File: src/rtl/fpu_seq_pkg.sv
// Shared definitions for the F-PM microoperation sequencer.
// Holds the state encoding, the strobe phase numbering and the normalisation limit.
package fpu_seq_pkg;

  typedef enum logic [3:0] {
    IDLE,
    F1,
    F2,
    F4,
    F5,
    F6,
    F7,
    F8,
    F9,
    F10,
    F13,
    DONE
  } fpu_state_e;

  localparam logic [1:0] PH_STROB   = 2'd0;
  localparam logic [1:0] PH_STROBB  = 2'd1;
  localparam logic [1:0] PH_STROB2  = 2'd2;
  localparam logic [1:0] PH_STROB2B = 2'd3;

  localparam int NORM_MAX_DEF = 40;
  localparam int NORM_CNT_W   = 6;

  // F1 and DONE are the only states that do not run the four-phase strobe cycle.
  function automatic logic is_single(input fpu_state_e s);
    return (s == F1) || (s == DONE);
  endfunction

endpackage

File: src/rtl/fpu_phase_gen.sv
// Four-phase strobe generator for the F-PM sequencer.
// Counts phases 0..3 in multi-cycle states and flags the cycle on which the state may change.
module fpu_phase_gen
  import fpu_seq_pkg::*;
(
  input  logic       i_clk,
  input  logic       i_rst_n,
  input  logic       i_run,
  input  logic       i_single,
  output logic [1:0] o_phase,
  output logic       o_strob,
  output logic       o_strobb,
  output logic       o_strob2,
  output logic       o_strob2b,
  output logic       o_last_phase
);

  logic [1:0] r_phase;
  logic       w_multi;
  logic [3:0] w_strobe;

  assign w_multi = i_run & ~i_single;

  // The counter wraps 3 -> 0 exactly when the state register advances.
  always_ff @(posedge i_clk or negedge i_rst_n) begin
    if (!i_rst_n) begin
      r_phase <= PH_STROB;
    end else if (!w_multi) begin
      r_phase <= PH_STROB;
    end else begin
      r_phase <= r_phase + 2'd1;
    end
  end

  for (genvar gi = 0; gi < 4; gi++) begin : g_strobe
    assign w_strobe[gi] = w_multi & (r_phase == 2'(gi));
  end

  assign o_strob      = w_strobe[PH_STROB];
  assign o_strobb     = w_strobe[PH_STROBB];
  assign o_strob2     = w_strobe[PH_STROB2];
  assign o_strob2b    = w_strobe[PH_STROB2B];
  assign o_phase      = r_phase;
  assign o_last_phase = i_run & (i_single | (r_phase == PH_STROB2B));

endmodule

File: src/rtl/fpu_seq.sv
// F-PM microoperation sequencer: walks states F1..F13 on each AWP start and drives
// the state lines, phase strobes and status flags back to CPU control.
module fpu_seq
  import fpu_seq_pkg::*;
#(
  parameter int NORM_MAX = NORM_MAX_DEF
) (
  input  logic clk_sys,
  input  logic clr_,
  input  logic start,
  input  logic af_sf,
  input  logic mw_mf,
  input  logic dw_df,
  input  logic ad_sd,
  input  logic g,
  input  logic fic_end,
  input  logic nz,
  input  logic ws,
  input  logic int_req,
  output logic f2,
  output logic f4,
  output logic f5,
  output logic f6,
  output logic f7,
  output logic f8,
  output logic f9,
  output logic f10,
  output logic f13,
  output logic strob_fp,
  output logic strobb_fp,
  output logic strob2_fp,
  output logic strob2b_fp,
  output logic clr_f,
  output logic clockm,
  output logic busy,
  output logic fp_done,
  output logic fp_int,
  output logic norm_ovf
);

  localparam logic [NORM_CNT_W-1:0] NORM_LIM = NORM_CNT_W'(NORM_MAX);

  fpu_state_e              r_state;
  logic [NORM_CNT_W-1:0]   r_norm_cnt;
  logic                    r_corr;
  logic                    r_fp_int;
  logic                    r_norm_ovf;

  fpu_state_e              w_state_next;
  logic [NORM_CNT_W-1:0]   w_norm_cnt_next;
  logic                    w_corr_next;
  logic                    w_fp_int_next;
  logic                    w_norm_ovf_next;

  logic                    w_run;
  logic                    w_single;
  logic                    w_last_phase;
  logic [1:0]              w_phase;
  logic                    w_unused_class;

  // mw_mf is the fall-through class: every branch that is not af/dw/ad takes it.
  assign w_unused_class = mw_mf;

  assign w_run    = (r_state != IDLE);
  assign w_single = is_single(r_state);

  fpu_phase_gen u_phase_gen (
    .i_clk        (clk_sys),
    .i_rst_n      (clr_),
    .i_run        (w_run),
    .i_single     (w_single),
    .o_phase      (w_phase),
    .o_strob      (strob_fp),
    .o_strobb     (strobb_fp),
    .o_strob2     (strob2_fp),
    .o_strob2b    (strob2b_fp),
    .o_last_phase (w_last_phase)
  );

  always_ff @(posedge clk_sys or negedge clr_) begin
    if (!clr_) begin
      r_state    <= IDLE;
      r_norm_cnt <= '0;
      r_corr     <= 1'b0;
      r_fp_int   <= 1'b0;
      r_norm_ovf <= 1'b0;
    end else begin
      r_state    <= w_state_next;
      r_norm_cnt <= w_norm_cnt_next;
      r_corr     <= w_corr_next;
      r_fp_int   <= w_fp_int_next;
      r_norm_ovf <= w_norm_ovf_next;
    end
  end

  always_comb begin
    w_state_next    = r_state;
    w_norm_cnt_next = r_norm_cnt;
    w_corr_next     = r_corr;
    w_fp_int_next   = r_fp_int;
    w_norm_ovf_next = r_norm_ovf;

    case (r_state)
      IDLE: begin
        if (start) begin
          w_state_next    = F1;
          w_fp_int_next   = 1'b0;
          w_norm_ovf_next = 1'b0;
        end
      end
      F1: begin
        w_norm_cnt_next = '0;
        w_corr_next     = 1'b0;
        w_state_next    = F2;
      end
      DONE: begin
        w_state_next = IDLE;
      end
      default: begin
        // Branch inputs are only meaningful in the last strobe phase.
        if (w_last_phase) begin
          if (int_req) begin
            w_fp_int_next = 1'b1;
            w_state_next  = DONE;
          end else begin
            case (r_state)
              F2:  w_state_next = F4;
              F4:  w_state_next = af_sf ? F5 : F6;
              F5: begin
                if (g)            w_state_next = F13;
                else if (fic_end) w_state_next = F6;
                else              w_state_next = F8;
              end
              F6:  w_state_next = F7;
              F7: begin
                if (ad_sd)      w_state_next = DONE;
                else if (af_sf) w_state_next = F9;
                else            w_state_next = F8;
              end
              F8: begin
                if (fic_end) w_state_next = af_sf ? F6 : F9;
                else         w_state_next = af_sf ? F8 : F6;
              end
              F9: begin
                if (nz) begin
                  if (r_norm_cnt < NORM_LIM) begin
                    w_norm_cnt_next = r_norm_cnt + 1'b1;
                    w_state_next    = F9;
                  end else begin
                    w_norm_ovf_next = 1'b1;
                    w_state_next    = F13;
                  end
                end else begin
                  w_state_next = dw_df ? F10 : F13;
                end
              end
              F10: begin
                // Only one correction pass is allowed per operation.
                if (ws && !r_corr) begin
                  w_corr_next  = 1'b1;
                  w_state_next = F6;
                end else begin
                  w_state_next = F13;
                end
              end
              F13:     w_state_next = DONE;
              default: w_state_next = DONE;
            endcase
          end
        end
      end
    endcase
  end

  assign f2  = (r_state == F2);
  assign f4  = (r_state == F4);
  assign f5  = (r_state == F5);
  assign f6  = (r_state == F6);
  assign f7  = (r_state == F7);
  assign f8  = (r_state == F8);
  assign f9  = (r_state == F9);
  assign f10 = (r_state == F10);
  assign f13 = (r_state == F13);

  assign clr_f    = (r_state == F1);
  assign clockm   = ((r_state == F8) || (r_state == F9)) && (w_phase == PH_STROB2);
  assign busy     = w_run;
  assign fp_done  = (r_state == DONE);
  assign fp_int   = r_fp_int;
  assign norm_ovf = r_norm_ovf;

endmodule
File: config.mk
export PLATFORM = sky130hd
export DESIGN_NAME = fpu_seq
export DESIGN_NICKNAME = d
export VERILOG_FILES = /design/src/rtl/fpu_seq_pkg.sv /design/src/rtl/fpu_phase_gen.sv /design/src/rtl/fpu_seq.sv
export SDC_FILE = /design/constraint.sdc
export NUM_CORES = 1
export LEC_CHECK = 0
export CELL_PAD_IN_SITES_DETAIL_PLACEMENT = 1
export CELL_PAD_IN_SITES_GLOBAL_PLACEMENT = 1
export CORE_MARGIN = 2
export CORE_UTILIZATION = 38
export DETAILED_ROUTE_END_ITERATION = 12
export GPL_TIMING_DRIVEN = 0
export MAX_ROUTING_LAYER = met4
export PLACE_DENSITY = 0.85
export SYNTH_ARGS = -nofsm -noshare
export SYNTH_HDL_FRONTEND = slang
export SYNTH_HIERARCHICAL = 1
export SYNTH_SLANG_ARGS = --single-unit
File: constraint.sdc
create_clock -name clk_sys -period 6.3 [get_ports clk_sys]
set_clock_uncertainty 0.15 [all_clocks]
set_input_delay 0.945 -clock clk_sys [delete_from_list [all_inputs] [get_ports clk_sys]]
set_output_delay 0.945 -clock clk_sys [all_outputs]
set_load 0.005 [all_outputs]
# ---- Word level (Yosys, flattened, before mapping)
# Index checks and enable logic that the tools add are counted.
# W data, S select, Z words.
dict set report op_classes {
  n_addsub 2
  bitwise_logic 10
  n_mux 39
  n_div 0
  n_lt_le_gt_ge 1
  eq_ne 18
  mul 0
  n_shift 0
  reduce_logical 26
}
# cell count
set ops {}
lappend ops {{$mux W4} 10}
lappend ops {{$pmux W4 S8} 1}
lappend ops {{$mux W6} 5}
lappend ops {{$reduce_bool A2 Y1} 10}
lappend ops {{$eq A4 B3 Y1 const B} 4}
lappend ops {{$eq A4 B4 Y1 const B} 4}
lappend ops {{$mux W1} 13}
lappend ops {{$pmux W4 S3} 1}
lappend ops {{$pmux W6 S2} 1}
lappend ops {{$mux W2} 5}
lappend ops {{$eq A4 B2 Y1 const B} 2}
lappend ops {{$reduce_bool A4 Y1} 2}
lappend ops {{$reduce_and A7 Y1} 1}
lappend ops {{$add A6 B1 Y6 const B} 1}
lappend ops {{$and A1 B1 Y1} 6}
lappend ops {{$lt A6 B6 Y1 const B} 1}
lappend ops {{$ne A2 B1 Y1 const B} 3}
lappend ops {{$pmux W1 S2} 3}
lappend ops {{$reduce_and A6 Y1} 1}
lappend ops {{$reduce_and A5 Y1} 1}
lappend ops {{$eq A2 B2 Y1 const B} 2}
lappend ops {{$eq A4 B1 Y1 const B} 1}
lappend ops {{$logic_not A4 Y1} 1}
lappend ops {{$reduce_and A4 Y1} 1}
lappend ops {{11 further kinds} 16}
dict set report totals {
  wordCells 102
  memories 0
  romBits 0
  latch_bits 0
  ram_bits 0
  out_inout_bits 19
  regBits 15
  inputBits 12
}

# ---- Logic depth before layout (Yosys ltp)
dict set report depth {
  depth_word 7
  mapped_depth 14
  mapped_depth_nobuf 12
}

# ---- Hierarchy
# The synthesis kept the hierarchy.
# module n_inst seq_area_each_um2 area_per_inst_um2 cells_per_inst
set by_module_without_submodules {}
lappend by_module_without_submodules {fpu_seq 1 325.3 1059.8 137}
lappend by_module_without_submodules {fpu_phase_gen 1 50.0 171.4 15}

# ---- Worst setup path before layout
# OpenSTA, ideal clock, no wires.
dict set report synth_timing {
  kind {register -> register}
  from {register r_state[2]}
  to {register r_norm_cnt[3]}
  path_stages_with_launch 14
  n_path_buf 2
  synth_period_minus_slack_ps 2819
  setup_ps 66
  required_time_ps 6084
  t_arrival_ps 2603
  path_slack_ps 3481
  cell_sequence {dfrtp_1 -> buf_2 -> nor2_1 -> nand2_1 -> clkinv_1 -> nor2_1 -> inv_1 -> o21a_1 -> clkbuf_1 -> nand2b_1 -> mux2i_1 -> nand3_4 -> or4_1 -> nand2_1}
}
dict set report synth_via {
  elab_chain_len 6
  elab_cells_between_ends 17
  cone_classes {eq/ne (4); mux (1); bitwise (3); reduce/logical (9)}
}
# item line
set synth_lines {}
lappend synth_lines {{start, declared} fpu_seq.sv:43} ;# fpu_state_e r_state;
lappend synth_lines {{start signal, assigned} fpu_seq.sv:88} ;# r_state <= w_state_next;
lappend synth_lines {{$eq A4 B1 Y1} n/a}
lappend synth_lines {{via clr_f} fpu_seq.sv:33} ;# output logic clr_f,
lappend synth_lines {{$logic_or A1 B1 Y1} fpu_seq_pkg.sv:30} ;# return (s == F1) || (s == DONE);
lappend synth_lines {{via w_single} fpu_seq.sv:56} ;# logic w_single;
lappend synth_lines {{$or A1 B1 Y1} fpu_phase_gen.sv:44} ;# assign o_last_phase = i_run & (i_single | (r_phase == PH_STROB2B));
lappend synth_lines {{$and A1 B1 Y1} fpu_phase_gen.sv:44}
lappend synth_lines {{via w_last_phase} fpu_seq.sv:57} ;# logic w_last_phase;
lappend synth_lines {{$reduce_bool A2 Y1 (no line)} n/a}
lappend synth_lines {{$reduce_and A6 Y1 (no line)} n/a}
lappend synth_lines {{end signal, assigned} fpu_seq.sv:89} ;# r_norm_cnt <= w_norm_cnt_next;
lappend synth_lines {{end, declared} fpu_seq.sv:44} ;# logic [NORM_CNT_W-1:0] r_norm_cnt;
# The timed path passes the listed nets, and every way through them passes these cells.
# A chain may end at the register's enable or synchronous reset.

# ---- Worst setup path after layout
dict set report layout_timing {
  from {register r_state[2]}
  to {output port strob_fp}
}
dict set report layout_via {
  elab_chain_len 5
  elab_cells_between_ends 7
  cone_classes {eq/ne (2); bitwise (3); reduce/logical (2)}
}
# item line
set layout_lines {}
lappend layout_lines {{$eq A4 B1 Y1 / $eq A4 B4 Y1 (equally long branches)} fpu_seq_pkg.sv:30}
lappend layout_lines {{$logic_or A1 B1 Y1} fpu_seq_pkg.sv:30}
lappend layout_lines {{$not A1 Y1} fpu_phase_gen.sv:22} ;# assign w_multi = i_run & ~i_single;
lappend layout_lines {{$and A1 B1 Y1 *} fpu_phase_gen.sv:22}
lappend layout_lines {{$and A1 B1 Y1 *} fpu_phase_gen.sv:36} ;# assign w_strobe[gi] = w_multi & (r_phase == 2'(gi));
lappend layout_lines {{end, declared} fpu_seq.sv:29} ;# output logic strob_fp,
# Every way passes the cells marked *; elsewhere a longest branch is shown, timed or not.

==> results.cfg <==
[outcome]
outcome = completed

[routing]
drt-total-wl_um = 3790
routed_via_density = 5.66
vias = 1296
drtIter0Drc = 61
routedWlPerCell_um = 16.5
drc = 0
first_pass_iters = 4
ant_nets = 0

[place]
post-place-ws_ns = 2.81
hpwl_um = 2980
gp_congestion = 0.928
port_buffers = 29
place_inst = 225

[worst_setup_path]
start_kind = register
critical_path_class = register to primary output
critPathMaxFanout = 10
required_ns = 5.20
worstSetupEndpointType = primary output
worstPathArrival_ns = 2.57

[grt]
track_usage_pct = 23.9
antenna_found_initial = 0
use_met2_pct = 37.6
grt_use_met3_pct = 4.48
gr-usage-met1_pct = 30.8
grt_remaining_overflow = 0
grt_start_max_net_pins = 16
grt_pass1_vias = 1286
grt-busiest-layer = met2
grt_pass1_wl_um = 6300

[sta]
maxSlewViolCount = 0
fmax_mhz = 273
final_hold_viol_count = 0
tightest_slew_ns = 0.765
min_period_ns = 3.67
hold_slack_ns = 0.344
min_period_over_period_pct = 58.2
slew_headroom_pct = 48.9
finalSetupViolations = 0
rsz0062_at_grt = no
fin_setup_tns_ns = 0
setup_slack_ns = 2.64

[synthesis]
yosysWarnings = 6
syn_area_um2 = 1230
syn_inst = 152
synth_flop_cell = dfrtp_1
synth.area.top_cells = dfrtp_1 30%, ha_1 5.1%, nor2_1 4.6%
synthesis.nets = 169
synth_cell_types = 44
synth_common_cells = 15 x dfrtp_1, 15 x nor2_1, 12 x inv_1
ys_ff_latch = 15
async_flop_share_pct = 100
syn_area_per_cell_um2 = 8.10
yosysSeqAreaShare_pct = 30.5
netlist.area_leader.share_pct = 30.5
yosysTopAreaCell = dfrtp_1
synth_edf_count = 0

[clock_tree]
root_buffer = clkbuf_4
cts_htree_levels = 1
clk_pin_slew_ns = 0.09
cts_setup_buffers = 0
cts_tree = done
clock_latency_ns = 0.29
hold_buffers = 0
cts_made_buffers = 3
cts_resized = 0
cts_buffer_depth = 2
cts.sinks = 15

[final_layout]
diodes = 0
syn_to_final_growth_pct = 30.2
drive_gt1_share_pct = 5.95
fin_nets = 203
stdcell_count = 229
regArea_um2 = 375
filler_cell_count = 388
multi_input_area_um2 = 763

[power_and_ir_drop]
p_per_area_nw_per_um2 = 442
p_leak_nw = 0.683
peakVddDrop_mv = 0.186
p_total_mw = 0.708

[floorplan]
core-area_um2 = 3080
rows = 20
fp.dieH_um = 60.9
die_x_um = 60.9
die_area_um2 = 3710
pin_count = 31
start_util_pct = 40.0

[run]
drv_cap = 0

[worst_hold_path]
hp-class = register to register
==> placed cells by master (no fill, tap or decap), types with 3 or more instances in the layout <==
cell             Yosys  final
a31oi_1              3      3
dfrtp_1             15     15
nand3b_1             3      3
nand2b_1             6      6
and3b_1              6      6
inv_1               12     12
a21oi_1              5      5
clkbuf_4             0      3
or3_1                3      3
clkdlybuf4s50_1      0     29
nand3_1              4      4
nor2_1              15     15
o21ai_0             11     11
clkbuf_1             6      7
ha_1                 5      5
nor3_1               9      9
nand2_1             11     11
==> state kept, by name, indices dropped and copies added (netlist names) <==
| name | cells |
|---|---|
| u_phase_gen/o_phase | 2 |
| r_corr | 1 |
| r_norm_cnt | 6 |
| fp_int | 1 |
| r_state | 4 |
| norm_ovf | 1 |
==> layout make-up <==
| class | instances | share of cell area [%] |
|---|---|---|
| multi-input cells | 115 | 47.6 |
| flip-flops and latches | 15 | 23.4 |
| repair buffers | 29 | 18.1 |
| well taps | 44 | 3.43 |
| inverters | 13 | 3.04 |
| plain buffers | 9 | 2.73 |
| clock buffers | 4 | 1.64 |
==> cell families after synthesis <==
logic type	Yosys count	share of synthesized area, %
compound gates	38	21.0
xor+xnor	1	0.712
fa+ha+maj	5	5.08
buf+inv	22	7.52
flops	15	30.5
mux	3	2.54
simple gates	68	32.6
==> path summary, 6_finish.rpt <==
kind                                           startpoint                        end  slack, ns  depth (start not counted)
worst max-delay path               r_state[2]$_DFFE_PN0P_                   strob_fp       2.64                          6
worst min-delay path            r_norm_cnt[5]$_DFFE_PN0P_  r_norm_cnt[5]$_DFFE_PN0P_       0.34                          1
worst max register to register     r_state[0]$_DFFE_PN0P_  r_norm_cnt[3]$_DFFE_PN0P_       2.75                         14
worst min register to register  r_norm_cnt[5]$_DFFE_PN0P_  r_norm_cnt[5]$_DFFE_PN0P_       0.34                          1
max in group asynchronous                            clr_         r_corr$_DFFE_PN0P_       4.58                          1
min in group asynchronous                            clr_     r_state[2]$_DFFE_PN0P_       0.94                          1
==> through the flow <==
| stage | util [%] | instance area (um^2) |
|---|---|---|
| 6_report | 52.1 | 1600 |
| 5_1_grt | 52.1 | 1600 |
| 4_1_cts | 52.1 | 1600 |
| 3_5_place_dp | 51.2 | 1580 |
| 3_3_place_gp | 51.2 | 1580 |
| 2_1_floorplan | - | 1230 |
==> routing by layer <==
metal | vias up | share of wire (%)
met5 | - | 0
met4 | 0 | 2.5
li1 | 615 | -
met1 | 616 | 43
met2 | 52 | 49
met3 | 13 | 5.2
==> critical path, stage by stage (launching register included) <==
cell,delay (ns)
dfrtp_1,0.37
buf_2,0.17
clkbuf_1,0.23
nor4_1,0.57
inv_1,0.25
and3b_1,0.24
clkdlybuf4s50_1,0.43
==> power breakdown <==
part,internal [mW],switching (mW)
Clock,0.0247,0.0337
Sequential,0.129,0.0299
Combinational,0.216,0.276
Total,0.369,0.339
No activity file was read; power rests on OpenSTA's default activity.
